### src/rtl/uart_line_editor_pkg.sv
`default_nettype none
// ============================================================================
// Module      : uart_line_editor_pkg
// Description : Shared constants for the UART terminal blocks. Holds the ASCII
//               control codes the line editor decodes or emits, and the editor
//               FSM state encodings.
// Revision    : 1.0 - initial release
// ============================================================================
package uart_line_editor_pkg;

  typedef logic [7:0] byte_t;

  // ASCII codes
  localparam byte_t CH_BEL      = 8'h07;
  localparam byte_t CH_BS       = 8'h08;
  localparam byte_t CH_LF       = 8'h0A;
  localparam byte_t CH_CR       = 8'h0D;
  localparam byte_t CH_SP       = 8'h20;
  localparam byte_t CH_DEL      = 8'h7F;
  localparam byte_t CH_PRINT_LO = 8'h20;
  localparam byte_t CH_PRINT_HI = 8'h7E;

  // Editor FSM state encodings
  typedef logic [2:0] state_t;
  localparam logic [2:0] S_WAIT   = 3'd0;
  localparam logic [2:0] S_PROMPT = 3'd1;
  localparam logic [2:0] S_IDLE   = 3'd2;
  localparam logic [2:0] S_ECHO   = 3'd3;
  localparam logic [2:0] S_ERASE  = 3'd4;
  localparam logic [2:0] S_BELL   = 3'd5;
  localparam logic [2:0] S_NL     = 3'd6;
  localparam logic [2:0] S_DRAIN  = 3'd7;

  function automatic logic is_printable(input byte_t b);
    return (b >= CH_PRINT_LO) && (b <= CH_PRINT_HI);
  endfunction

endpackage
`default_nettype wire

### src/rtl/uart_line_editor_if.sv
`default_nettype none
// ============================================================================
// Module      : uart_line_editor_if
// Description : Byte-stream bundle around the line editor.
//               RX side  : rx_get (pop), rx_data (show-ahead head), rx_empty
//               TX side  : tx_put (write strobe), tx_data, tx_full
//               Line out : out_valid, out_data, out_last, out_ready
//               master = line editor, slave = surrounding buffers/consumer.
// Revision    : 1.0 - initial release
// ============================================================================
interface uart_line_editor_if;
  import uart_line_editor_pkg::*;

  logic  rx_get;
  byte_t rx_data;
  logic  rx_empty;

  logic  tx_put;
  byte_t tx_data;
  logic  tx_full;

  logic  out_valid;
  byte_t out_data;
  logic  out_last;
  logic  out_ready;

  modport master (
    output rx_get,
    input  rx_data,
    input  rx_empty,
    output tx_put,
    output tx_data,
    input  tx_full,
    output out_valid,
    output out_data,
    output out_last,
    input  out_ready
  );

  modport slave (
    input  rx_get,
    output rx_data,
    output rx_empty,
    input  tx_put,
    input  tx_data,
    output tx_full,
    input  out_valid,
    input  out_data,
    input  out_last,
    output out_ready
  );

endinterface
`default_nettype wire

### src/rtl/uart_line_editor_line_ram.sv
`default_nettype none
// ============================================================================
// Module      : uart_line_editor_line_ram
// Description : DEPTH x 8 line buffer, one synchronous write port and one
//               synchronous read port with read enable (read data holds when
//               rd_en_i is low). Written to map onto a simple dual-port BRAM.
//   clk        in   clock
//   wr_en_i    in   write strobe
//   wr_addr_i  in   write address
//   wr_data_i  in   write byte
//   rd_en_i    in   read strobe, data appears next cycle
//   rd_addr_i  in   read address
//   rd_data_o  out  registered read byte
// Revision    : 1.0 - initial release
// ============================================================================
module uart_line_editor_line_ram
  import uart_line_editor_pkg::*;
#(
  parameter int DEPTH = 64,
  parameter int AW    = $clog2(DEPTH)
) (
  input  logic          clk,
  input  logic          wr_en_i,
  input  logic [AW-1:0] wr_addr_i,
  input  byte_t         wr_data_i,
  input  logic          rd_en_i,
  input  logic [AW-1:0] rd_addr_i,
  output byte_t         rd_data_o
);

  byte_t mem_q [DEPTH];
  byte_t rd_data_q;

  always_ff @(posedge clk) begin
    if (wr_en_i) begin
      mem_q[wr_addr_i] <= wr_data_i;
    end
  end

  // No reset on the read register so it maps onto the BRAM output latch;
  // the editor masks it while no line byte is being presented.
  always_ff @(posedge clk) begin
    if (rd_en_i) begin
      rd_data_q <= mem_q[rd_addr_i];
    end
  end

  assign rd_data_o = rd_data_q;

endmodule
`default_nettype wire

### src/rtl/uart_line_editor.sv
`default_nettype none
// ============================================================================
// Module      : uart_line_editor
// Description : Line-editing terminal between a UART RX byte buffer and a UART
//               TX byte buffer. Echoes printable input into a line buffer,
//               handles BS/DEL, folds CR/LF pairs, prints a prompt and streams
//               each completed line to a downstream consumer.
//   clk         in   system clock
//   rst         in   synchronous active-high reset
//   bus         if   master side of uart_line_editor_if (RX, TX, line out)
//   echo_en_i   in   1: echo edits; 0: silent (prompt and CRLF still sent)
//   overflow_o  out  sticky: a printable byte was dropped on a full line
// Revision    : 1.0 - initial release
// ============================================================================
module uart_line_editor
  import uart_line_editor_pkg::*;
#(
  parameter int                    LINE_MAX       = 64,
  parameter int                    PROMPT_LEN     = 2,
  parameter logic [8*PROMPT_LEN-1:0] PROMPT       = "$ ",
  parameter int                    STARTUP_CYCLES = 32768
) (
  input  logic                     clk,
  input  logic                     rst,
  uart_line_editor_if.master       bus,
  input  logic                     echo_en_i,
  output logic                     overflow_o
);

  localparam int CW = $clog2(LINE_MAX + 1);
  localparam int AW = $clog2(LINE_MAX);
  localparam int PW = $clog2(PROMPT_LEN + 1);
  localparam int WW = $clog2(STARTUP_CYCLES + 1);

  localparam logic [CW-1:0] LINE_FULL  = CW'(LINE_MAX);
  localparam logic [PW-1:0] PROMPT_END = PW'(PROMPT_LEN - 1);
  localparam logic [WW-1:0] WAIT_END   = WW'(STARTUP_CYCLES - 1);

  state_t        state_q, state_d;
  logic [WW-1:0] wait_q, wait_d;
  logic [PW-1:0] pidx_q, pidx_d;
  logic [1:0]    step_q, step_d;
  logic [CW-1:0] count_q, count_d;
  logic [CW-1:0] idx_q, idx_d;
  logic          cr_seen_q, cr_seen_d;
  byte_t         byte_q, byte_d;
  byte_t         pend_q, pend_d;
  logic          pend_valid_q, pend_valid_d;
  logic          out_valid_q, out_valid_d;
  logic          overflow_q, overflow_d;

  logic          w_rx_get;
  logic          w_tx_put;
  logic          w_slot_free;
  logic          w_accept;
  logic          w_last;
  byte_t         w_prompt_byte;
  logic          w_ram_we;
  logic [AW-1:0] w_ram_waddr;
  logic          w_ram_re;
  logic [AW-1:0] w_ram_raddr;
  byte_t         w_ram_rdata;

  // Strobes are gated by rst so nothing is popped or written while resetting.
  assign w_rx_get    = !rst && (state_q == S_IDLE) && !bus.rx_empty;
  assign w_tx_put    = !rst && pend_valid_q && !bus.tx_full;
  // The pending slot may be refilled in the same cycle it is drained.
  assign w_slot_free = !pend_valid_q || w_tx_put;
  assign w_accept    = out_valid_q && bus.out_ready;
  assign w_last      = out_valid_q && (idx_q == count_q - CW'(1));

  always_comb begin
    w_prompt_byte = 8'h00;
    for (int k = 0; k < PROMPT_LEN; k++) begin
      if (pidx_q == PW'(k)) begin
        w_prompt_byte = PROMPT[8*(PROMPT_LEN-1-k) +: 8];
      end
    end
  end

  always_comb begin
    state_d      = state_q;
    wait_d       = wait_q;
    pidx_d       = pidx_q;
    step_d       = step_q;
    count_d      = count_q;
    idx_d        = idx_q;
    cr_seen_d    = cr_seen_q;
    byte_d       = byte_q;
    pend_d       = pend_q;
    pend_valid_d = pend_valid_q;
    out_valid_d  = out_valid_q;
    overflow_d   = overflow_q;
    w_ram_we     = 1'b0;
    w_ram_waddr  = AW'(count_q);
    w_ram_re     = 1'b0;
    w_ram_raddr  = AW'(idx_q + CW'(1));

    if (w_tx_put) begin
      pend_valid_d = 1'b0;
    end

    case (state_q)
      S_WAIT: begin
        if (wait_q == WAIT_END) begin
          state_d = S_PROMPT;
          pidx_d  = '0;
        end else begin
          wait_d = wait_q + WW'(1);
        end
      end

      S_PROMPT: begin
        if (w_slot_free) begin
          pend_d       = w_prompt_byte;
          pend_valid_d = 1'b1;
          if (pidx_q == PROMPT_END) begin
            pidx_d  = '0;
            state_d = S_IDLE;
          end else begin
            pidx_d = pidx_q + PW'(1);
          end
        end
      end

      S_IDLE: begin
        if (w_rx_get) begin
          byte_d = bus.rx_data;
          if (bus.rx_data != CH_LF) begin
            cr_seen_d = 1'b0;
          end
          if (bus.rx_data == CH_CR) begin
            cr_seen_d = 1'b1;
            state_d   = S_NL;
          end else if (bus.rx_data == CH_LF) begin
            // LF directly after CR belongs to the same Enter: swallow it.
            if (cr_seen_q) begin
              cr_seen_d = 1'b0;
            end else begin
              state_d = S_NL;
            end
          end else if ((bus.rx_data == CH_BS) || (bus.rx_data == CH_DEL)) begin
            if (count_q != '0) begin
              count_d = count_q - CW'(1);
              state_d = S_ERASE;
            end else begin
              state_d = S_BELL;
            end
          end else if (is_printable(bus.rx_data)) begin
            if (count_q < LINE_FULL) begin
              w_ram_we = 1'b1;
              count_d  = count_q + CW'(1);
              state_d  = S_ECHO;
            end else begin
              overflow_d = 1'b1;
              state_d    = S_BELL;
            end
          end
        end
      end

      S_ECHO: begin
        if (!echo_en_i) begin
          state_d = S_IDLE;
        end else if (w_slot_free) begin
          pend_d       = byte_q;
          pend_valid_d = 1'b1;
          state_d      = S_IDLE;
        end
      end

      S_ERASE: begin
        if (!echo_en_i) begin
          state_d = S_IDLE;
        end else if (w_slot_free) begin
          pend_d       = (step_q == 2'd1) ? CH_SP : CH_BS;
          pend_valid_d = 1'b1;
          if (step_q == 2'd2) begin
            step_d  = 2'd0;
            state_d = S_IDLE;
          end else begin
            step_d = step_q + 2'd1;
          end
        end
      end

      S_BELL: begin
        if (!echo_en_i) begin
          state_d = S_IDLE;
        end else if (w_slot_free) begin
          pend_d       = CH_BEL;
          pend_valid_d = 1'b1;
          state_d      = S_IDLE;
        end
      end

      S_NL: begin
        if (w_slot_free) begin
          pend_d       = (step_q == 2'd0) ? CH_CR : CH_LF;
          pend_valid_d = 1'b1;
          if (step_q == 2'd1) begin
            step_d = 2'd0;
            if (count_q != '0) begin
              // Fetch byte 0 now so it is presented on the first drain cycle.
              w_ram_re    = 1'b1;
              w_ram_raddr = '0;
              idx_d       = '0;
              out_valid_d = 1'b1;
              state_d     = S_DRAIN;
            end else begin
              pidx_d  = '0;
              state_d = S_PROMPT;
            end
          end else begin
            step_d = 2'd1;
          end
        end
      end

      S_DRAIN: begin
        if (w_accept) begin
          if (w_last) begin
            out_valid_d = 1'b0;
            count_d     = '0;
            idx_d       = '0;
            pidx_d      = '0;
            state_d     = S_PROMPT;
          end else begin
            // Read of the next byte is issued on acceptance; with the read
            // data held otherwise, the presented byte stays stable.
            w_ram_re = 1'b1;
            idx_d    = idx_q + CW'(1);
          end
        end
      end

      default: begin
        state_d = S_WAIT;
      end
    endcase
  end

  always_ff @(posedge clk) begin
    if (rst) begin
      state_q      <= S_WAIT;
      wait_q       <= '0;
      pidx_q       <= '0;
      step_q       <= 2'd0;
      count_q      <= '0;
      idx_q        <= '0;
      cr_seen_q    <= 1'b0;
      byte_q       <= 8'h00;
      pend_q       <= 8'h00;
      pend_valid_q <= 1'b0;
      out_valid_q  <= 1'b0;
      overflow_q   <= 1'b0;
    end else begin
      state_q      <= state_d;
      wait_q       <= wait_d;
      pidx_q       <= pidx_d;
      step_q       <= step_d;
      count_q      <= count_d;
      idx_q        <= idx_d;
      cr_seen_q    <= cr_seen_d;
      byte_q       <= byte_d;
      pend_q       <= pend_d;
      pend_valid_q <= pend_valid_d;
      out_valid_q  <= out_valid_d;
      overflow_q   <= overflow_d;
    end
  end

  uart_line_editor_line_ram #(
    .DEPTH (LINE_MAX),
    .AW    (AW)
  ) u_line_ram (
    .clk       (clk),
    .wr_en_i   (w_ram_we),
    .wr_addr_i (w_ram_waddr),
    .wr_data_i (bus.rx_data),
    .rd_en_i   (w_ram_re),
    .rd_addr_i (w_ram_raddr),
    .rd_data_o (w_ram_rdata)
  );

  assign bus.rx_get    = w_rx_get;
  assign bus.tx_put    = w_tx_put;
  assign bus.tx_data   = pend_q;
  assign bus.out_valid = out_valid_q;
  assign bus.out_data  = out_valid_q ? w_ram_rdata : 8'h00;
  assign bus.out_last  = w_last;
  assign overflow_o    = overflow_q;

endmodule
`default_nettype wire
### src/flat_wrapper.sv
// flat-port wrapper written by rule: the top's interface ports become plain ports
module uart_line_editor_flat import uart_line_editor_pkg::*;
#(
  parameter int                    LINE_MAX       = 64,
  parameter int                    PROMPT_LEN     = 2,
  parameter logic [8*PROMPT_LEN-1:0] PROMPT       = "  ",
  parameter int                    STARTUP_CYCLES = 32768
)
  (clk, rst, echo_en_i, overflow_o, bus_rx_get, bus_rx_data, bus_rx_empty, bus_tx_put, bus_tx_data, bus_tx_full, bus_out_valid, bus_out_data, bus_out_last, bus_out_ready);
  uart_line_editor_if bus_i ();
  input  logic clk;
  input  logic rst;
  input  logic echo_en_i;
  output logic overflow_o;
  output wire logic [$bits(bus_i.rx_get)-1:0] bus_rx_get;
  input wire logic [$bits(bus_i.rx_data)-1:0] bus_rx_data;
  input wire logic [$bits(bus_i.rx_empty)-1:0] bus_rx_empty;
  output wire logic [$bits(bus_i.tx_put)-1:0] bus_tx_put;
  output wire logic [$bits(bus_i.tx_data)-1:0] bus_tx_data;
  input wire logic [$bits(bus_i.tx_full)-1:0] bus_tx_full;
  output wire logic [$bits(bus_i.out_valid)-1:0] bus_out_valid;
  output wire logic [$bits(bus_i.out_data)-1:0] bus_out_data;
  output wire logic [$bits(bus_i.out_last)-1:0] bus_out_last;
  input wire logic [$bits(bus_i.out_ready)-1:0] bus_out_ready;
  assign bus_rx_get = bus_i.rx_get;
  assign bus_i.rx_data = bus_rx_data;
  assign bus_i.rx_empty = bus_rx_empty;
  assign bus_tx_put = bus_i.tx_put;
  assign bus_tx_data = bus_i.tx_data;
  assign bus_i.tx_full = bus_tx_full;
  assign bus_out_valid = bus_i.out_valid;
  assign bus_out_data = bus_i.out_data;
  assign bus_out_last = bus_i.out_last;
  assign bus_i.out_ready = bus_out_ready;
  uart_line_editor #(.LINE_MAX(LINE_MAX), .PROMPT_LEN(PROMPT_LEN), .PROMPT(PROMPT), .STARTUP_CYCLES(STARTUP_CYCLES)) u_core (.clk(clk), .rst(rst), .bus(bus_i), .echo_en_i(echo_en_i), .overflow_o(overflow_o));
endmodule
### config.mk
export PLATFORM = sky130hd
export DESIGN_NAME = uart_line_editor_flat
export DESIGN_NICKNAME = d
export VERILOG_FILES = /design/src/rtl/uart_line_editor_pkg.sv /design/src/rtl/uart_line_editor_if.sv /design/src/rtl/uart_line_editor_line_ram.sv /design/src/rtl/uart_line_editor.sv /design/src/flat_wrapper.sv
export SDC_FILE = /design/constraint.sdc
export NUM_CORES = 1
export LEC_CHECK = 0
export ABC_AREA = 1
export BUFFER_PORTS_ARGS = -buffer_cell sky130_fd_sc_hd__buf_2
export CORE_ASPECT_RATIO = 1.5
export CORE_MARGIN = 3
export CORE_UTILIZATION = 43
export CTS_BUF_LIST = sky130_fd_sc_hd__clkbuf_8
export DETAILED_ROUTE_END_ITERATION = 8
export GPL_ROUTABILITY_DRIVEN = 0
export SKIP_CTS_REPAIR_TIMING = 1
export SLEW_MARGIN = 20
export SYNTH_ARGS = -nofsm -noshare
export SYNTH_HDL_FRONTEND = slang
export SYNTH_HIERARCHICAL = 1
export SYNTH_SLANG_ARGS = --single-unit
### constraint.sdc
create_clock -name clk -period 4.15 [get_ports clk]
set_clock_uncertainty 0.1 [all_clocks]
set_input_delay 0.2075 -clock clk [delete_from_list [all_inputs] [get_ports clk]]
set_output_delay 0.2075 -clock clk [all_outputs]
set_load 0.02 [all_outputs]
# Word level (Yosys, flattened, before mapping)
# Memories as Yosys holds them, arrays and structs flattened. A register that Yosys moved wholly into a read port is not among the register bits.
# Index checks and enable logic that the tools add are counted.
[totals] ff_bits=57 mem_bits_rw=512 input_bits=14 word_cells=205 memories=1
[mem_list] memory="u_core.u_line_ram.mem_q" depth=64 word_bits=8 read_ports=1 rd_ports_with_merged_regs=1 wr=1 line="uart_line_editor_line_ram.sv:31" source="byte_t mem_q [DEPTH];"
[classes] n_addsub=6 order_cmp=3 n_eq_ne=43 muxes=100 bitwise=5 n_reduce_logical=35
[ops] cell="$mux W7" n=14
[ops] cell="$mux W8" n=9
[ops] cell="$mux W3" n=21
[ops] cell="$mux W6" n=7
[ops] cell="$pmux W8 S5" n=1
[ops] cell="$mux W1" n=28
[ops] cell="$pmux W7 S2" n=2
[ops] cell="$eq A8 B4 Y1 const B" n=3
[ops] cell="$mux W2" n=12
[ops] cell="$pmux W3 S7" n=1
[ops] cell="$ne A2 B1 Y1 const B" n=10
[ops] cell="$reduce_and A9 Y1" n=2
[ops] cell="$add A16 B1 Y16 const B" n=1
[ops] cell="$eq A16 B15 Y1 const B" n=1
[ops] cell="$ne A2 B2 Y1 const B" n=8
[ops] cell="$add A7 B1 Y7 const B" n=2
[ops] cell="$reduce_and A13 Y1" n=1
[ops] cell="$eq A3 B3 Y1 const B" n=4
[ops] cell="$ne A3 B2 Y1 const B" n=3
[ops] cell="$ne A3 B3 Y1 const B" n=3
[ops] cell="$eq A8 B7 Y1 const B" n=1
[ops] cell="$ge A8 B6 Y1 const B" n=1
[ops] cell="$le A8 B7 Y1 const B" n=1
[ops] cell="$ne A8 B4 Y1 const B" n=1
[ops] cell="other kinds (31)" n=55

# Depth between registers and ports, before layout
[logic_depth] ltp_word=10 depth_mapped=21 ltp_nobuf=18

# By module
# Netlist, hierarchy kept.
[modules_own_cells] mod="uart_line_editor_line_ram" n_inst=1 cells_per_inst=1822 area_per_inst_um2=21371.7 seq_area_each_um2=15615.0
[modules_own_cells] mod="uart_line_editor" n_inst=1 cells_per_inst=564 area_per_inst_um2=3517.1 seq_area_each_um2=1141.1

# Least setup slack after synthesis
# No wires, ideal clock.
[synth_path] path_type="reg2reg" startpoint="register u_core.state_q[0]" endpoint="memory u_core/u_line_ram/mem_q[48][0] (netlist bit), enable pin" setup_ps=383 arrival_time_ps=2522 t_required_ps=3667 path_slack_ps=1144 path_stages_with_launch=14 n_path_buf=1 period_less_slack_ps=3006 cell_sequence="dfxtp_1 > inv_2 > nand2_2 > nor2_8 > inv_2 > nor2_4 > inv_2 > nor2_4 > inv_2 > a21oi_1 > and3_1 > clkbuf_1 > inv_1 > nor3_1"
[synth_via] elab_chain_cells=7
[synth_rtl] item="start: declaration" line="uart_line_editor.sv:39" source="state_t state_q, state_d;"
[synth_rtl] item="start signal: assignment" line="uart_line_editor.sv:258" source="state_q <= state_d;"
[synth_rtl] item="$eq A3 B2 Y1" line="uart_line_editor.sv:65" source="assign w_rx_get = !rst && (state_q == S_IDLE) && !bus.rx_empty;"
[synth_rtl] item="$logic_and A1 B1 Y1 (2 in a row)" line="uart_line_editor.sv:65"
[synth_rtl] item="named net bus_rx_get" line="flat_wrapper.sv:15" source="output wire logic [$bits(bus_i.rx_get)-1:0] bus_rx_get;"
[synth_rtl] item="$mux W1" line="uart_line_editor.sv:127" source="if (w_rx_get) begin"
[synth_rtl] item="$mux W1" line="uart_line_editor.sv:103" source="case (state_q)"
[synth_rtl] item="named net u_core.w_ram_we" line="uart_line_editor.sv:58" source="logic w_ram_we;"
[synth_rtl] item="$mux W1" line="uart_line_editor_line_ram.sv:35" source="if (wr_en_i) begin"
[synth_rtl] item="$mux W1 (implied by the code)" line="uart_line_editor_line_ram.sv:36" source="mem_q[wr_addr_i] <= wr_data_i;"
[synth_rtl] item="end: declaration" line="uart_line_editor_line_ram.sv:31"
# The timed path passes the listed nets, and every way through them passes these cells.

# Worst setup path after layout
[layout_path] startpoint="register u_core.count_q[4]" endpoint="register u_core.u_line_ram.rd_data_q[6], in the netlist u_core/u_line_ram/rd_data_o[6] (read register of u_core.u_line_ram.mem_q) (data pin)"
[layout_rtl] item="start: declaration" line="uart_line_editor.sv:43" source="logic [CW-1:0] count_q, count_d;"
[layout_rtl] item="start signal: assignment" line="uart_line_editor.sv:262" source="count_q <= count_d;"
[layout_rtl] item="$reduce_bool A7 Y1" line="uart_line_editor.sv:203" source="if (count_q != '0) begin"
[layout_rtl] item="$mux W6" line="uart_line_editor.sv:203"
[layout_rtl] item="$mux W6" line="uart_line_editor.sv:201" source="if (step_q == 2'd1) begin"
[layout_rtl] item="$mux W6" line="uart_line_editor.sv:198" source="if (w_slot_free) begin"
[layout_rtl] item="$mux W6" line="uart_line_editor.sv:103"
[layout_rtl] item="named net u_core.w_ram_raddr[2]" line="uart_line_editor.sv:61" source="logic [AW-1:0] w_ram_raddr;"
[layout_rtl] item="end: declaration" line="uart_line_editor_line_ram.sv:32" source="byte_t rd_data_q;"
# The timed path passes the listed nets, and every way through them passes these cells.
# A chain may end at the register's enable or synchronous reset.

==> results.cfg <==
[outcome]
status = completed

[global_routing]
met1_usage = 0.266
first_global_vias = 17800
grtUsageTotal = 0.225
grt_start_max_net_pins = 129
grt-ovfl-total = 0
grt_busiest_layer = met2
met3_usage = 0.0287
grt_pass1_wl_um = 105000
grtUsageMet2 = 0.399
antenna_found_initial = 3

[job]
maxCapViolCount = 0

[route]
drtIter0Drc = 1522
viasPerCell = 5.34
avgRoutedWirePerCell_um = 20.6
postRouteAntennaNets = 0
drc = 0
firstDrtPassIters = 6
totalWireLength_um = 68600
num_vias = 17800

[sta]
drv_slew = 0
worst_slew_pin_slew_ns = 1.02
rsz0062_at_grt = no
setup_viol = 0
clock.fmax_mhz = 257
slew_headroom = 0.315
whs_ns = 0.0909
setup_tns_ns = 0
finalCritPeriodShare = 0.938
hold_viol = 0
finalCriticalPeriod_ns = 3.89

[power]
leakagePower_uw = 0.0104
p_per_area_mw_per_mm2 = 508
ir_drop_mv = 0.353

[place]
place_inst = 3158
port_buffers = 34
placed_area_mm2 = 0.0261
hpwl_um = 43100

[critical_path]
path_cells = nor2_1, nand4_1, nor2_1, nor3_1, nand2_2, nor2_4, nor2_4, inv_2, buf_4, nand3_1, nand2_1, nand2_1, nand3_1, nand3_1, nand2_1
cpLargestDelayFamily = simple AND/OR/NAND/NOR gates
required_ns = 4.46
critPathCaptureType = register
slowest_delay_ns = 0.67
worst-path-buf-inv = 2
cp_max_fo = 40
worstSetupStartpointType = register
arrival_ns = 4.20
crit_slowest_cell = nor2_4
worstSetupPathType = reg2reg

[clock_tree]
cts_buffers = 85
htree_num_levels = 3
clkLatencyLatePin_ns = 0.66
cts-root-buf = clkbuf_8
tritoncts = done
clkTransAtPathRegs_ns = 0.07
cts_sinks = 577
clockBufferDepth = 3

[die]
core_mm2 = 0.0570
row_count = 107
dieArea_mm2 = 0.0609
start_util = 0.436
io_pins = 35
die_y_um = 301
die_w_um = 202

[yosys]
synth_cells = 2386
synthDistinctLibCells = 40
ys.flop_type = edfxtp_1
avgSynthCellArea_um2 = 10.4
async_flop_share = 0
yosys.area.top_type = edfxtp_1
synth-edff-count = 520
synth-seq-cells = 577
synthTopCellsByArea = edfxtp_1 (63%), nand2_1 (12%), nand3_1 (9.5%)
synthesis.nets = 2405
synth_top_area_share = 0.627
ys_seq_area_frac = 0.673
yosys_warnings = 6
syn-cell-area_mm2 = 0.0249

[final_layout]
fin_nets = 2512
drive_gt1_frac = 0.110
design_area_mm2 = 0.0278
area_delta_synth_final_pct = 11.6
instances_no_fill = 3326

[min_path]
min_path_type = in2reg
## sequential cells by signal, summed over array words and instances (netlist names), 3 cells and up
| name | cells |
|---|---|
| u_core/u_line_ram/rd_data_o | 8 |
| u_core/count_q | 7 |
| u_core/idx_q | 7 |
| u_core/byte_q | 8 |
| u_core/bus.tx_data | 8 |
| u_core/state_q | 3 |
| u_core/u_line_ram/mem_q | 512 |
| u_core/wait_q | 16 |
## worst paths after layout
check	from	slack (ns)	to	cells after the start
hold / removal	bus_rx_data[3]	0.09	u_core/u_line_ram/mem_q[15][3]	2
setup reg to reg	u_core/count_q[4]	0.26	u_core/u_line_ram/rd_data_o[6]	15
hold reg to reg	u_core/byte_q[3]	0.36	u_core/byte_q[3]	2
setup / recovery	u_core/count_q[4]	0.26	u_core/u_line_ram/rd_data_o[6]	15
## layer usage
layer,wire length [um],part of all wire,up-vias
li1,-,-,8397
met1,25900,0.38,8566
met2,35300,0.52,619
met3,3620,0.053,169
met4,3710,0.054,0
met5,0,0,-
## report_power, final
group | switching [uW] | internal, uW
clock | 2170 | 2150
sequential | 132 | 6450
combinational | 2290 | 914
## worst reg2reg max path, delay by kind of cell (launching register included)
family / cells / cell delay [ns]
buf+inv: 2 / 0.39
simple gates: 13 / 2.69
flops: 1 / 0.45
## per-stage QoR
stage	worst slack (ns)	total power, uW	util
2_1_floorplan	1.14	8940	-
3_3_place_gp	0.327	9840	0.457
3_5_place_dp	0.287	9880	0.457
4_1_cts	0.268	14200	0.485
5_1_grt	0.0979	14800	0.487
6_report	0.259	14100	0.487
## cells in the mapped netlist (all sizes together) (2+ instances only)
| library cell | number |
|---|---|
| a21oi | 42 |
| nor3 | 26 |
| xor2 | 9 |
| o21ai | 40 |
| nor3b | 2 |
| clkbuf | 12 |
| a211oi | 6 |
| nand3 | 472 |
| o21a | 2 |
| ha | 5 |
| dfxtp | 57 |
| nand2 | 782 |
| inv | 104 |
| edfxtp | 520 |
| nand4 | 11 |
| nor2 | 177 |
| buf | 110 |
## cells by family after synthesis
family,count (synthesis),share of synthesized area
and+or+nand+nor,1474,0.253
DFF,577,0.673
buffers and inverters,227,0.0477
AOI/OAI and AO/OA,93,0.0200
xor gates and xnor gates,10,0.00352
adders and majority gates,5,0.00251
## cell type report
class	instances	area (um2)
sequential	577	16800
inverter	105	402
tap	763	955
multi-input combinational	1582	6980
antenna	1	2.50
fill	5263	29300
clock buffer	90	1240
timing repair buffer	142	1100
clock inverter	66	344
## cells in the final DEF (no fill, tap or decap), drive strengths merged
master and instances:
xnor2 1, a31oi 1, nand2 782, nor3 26
nor2 177, and3 1, diode 1, or3 1
edfxtp 520, a211oi 6, nor4 1, clkinvlp 4
o21a 2, xor2 9, inv 126, clkbuf 90
nand4 11, a21oi 42, ha 5, bufinv 2
o21ai 40, dlygate4sd3 11, dfxtp 57, o21bai 1
clkinv 39, and2 1, buf 131, nand3 472
a41oi 1, nor3b 2
No activity file was read; power rests on OpenSTA's default activity.
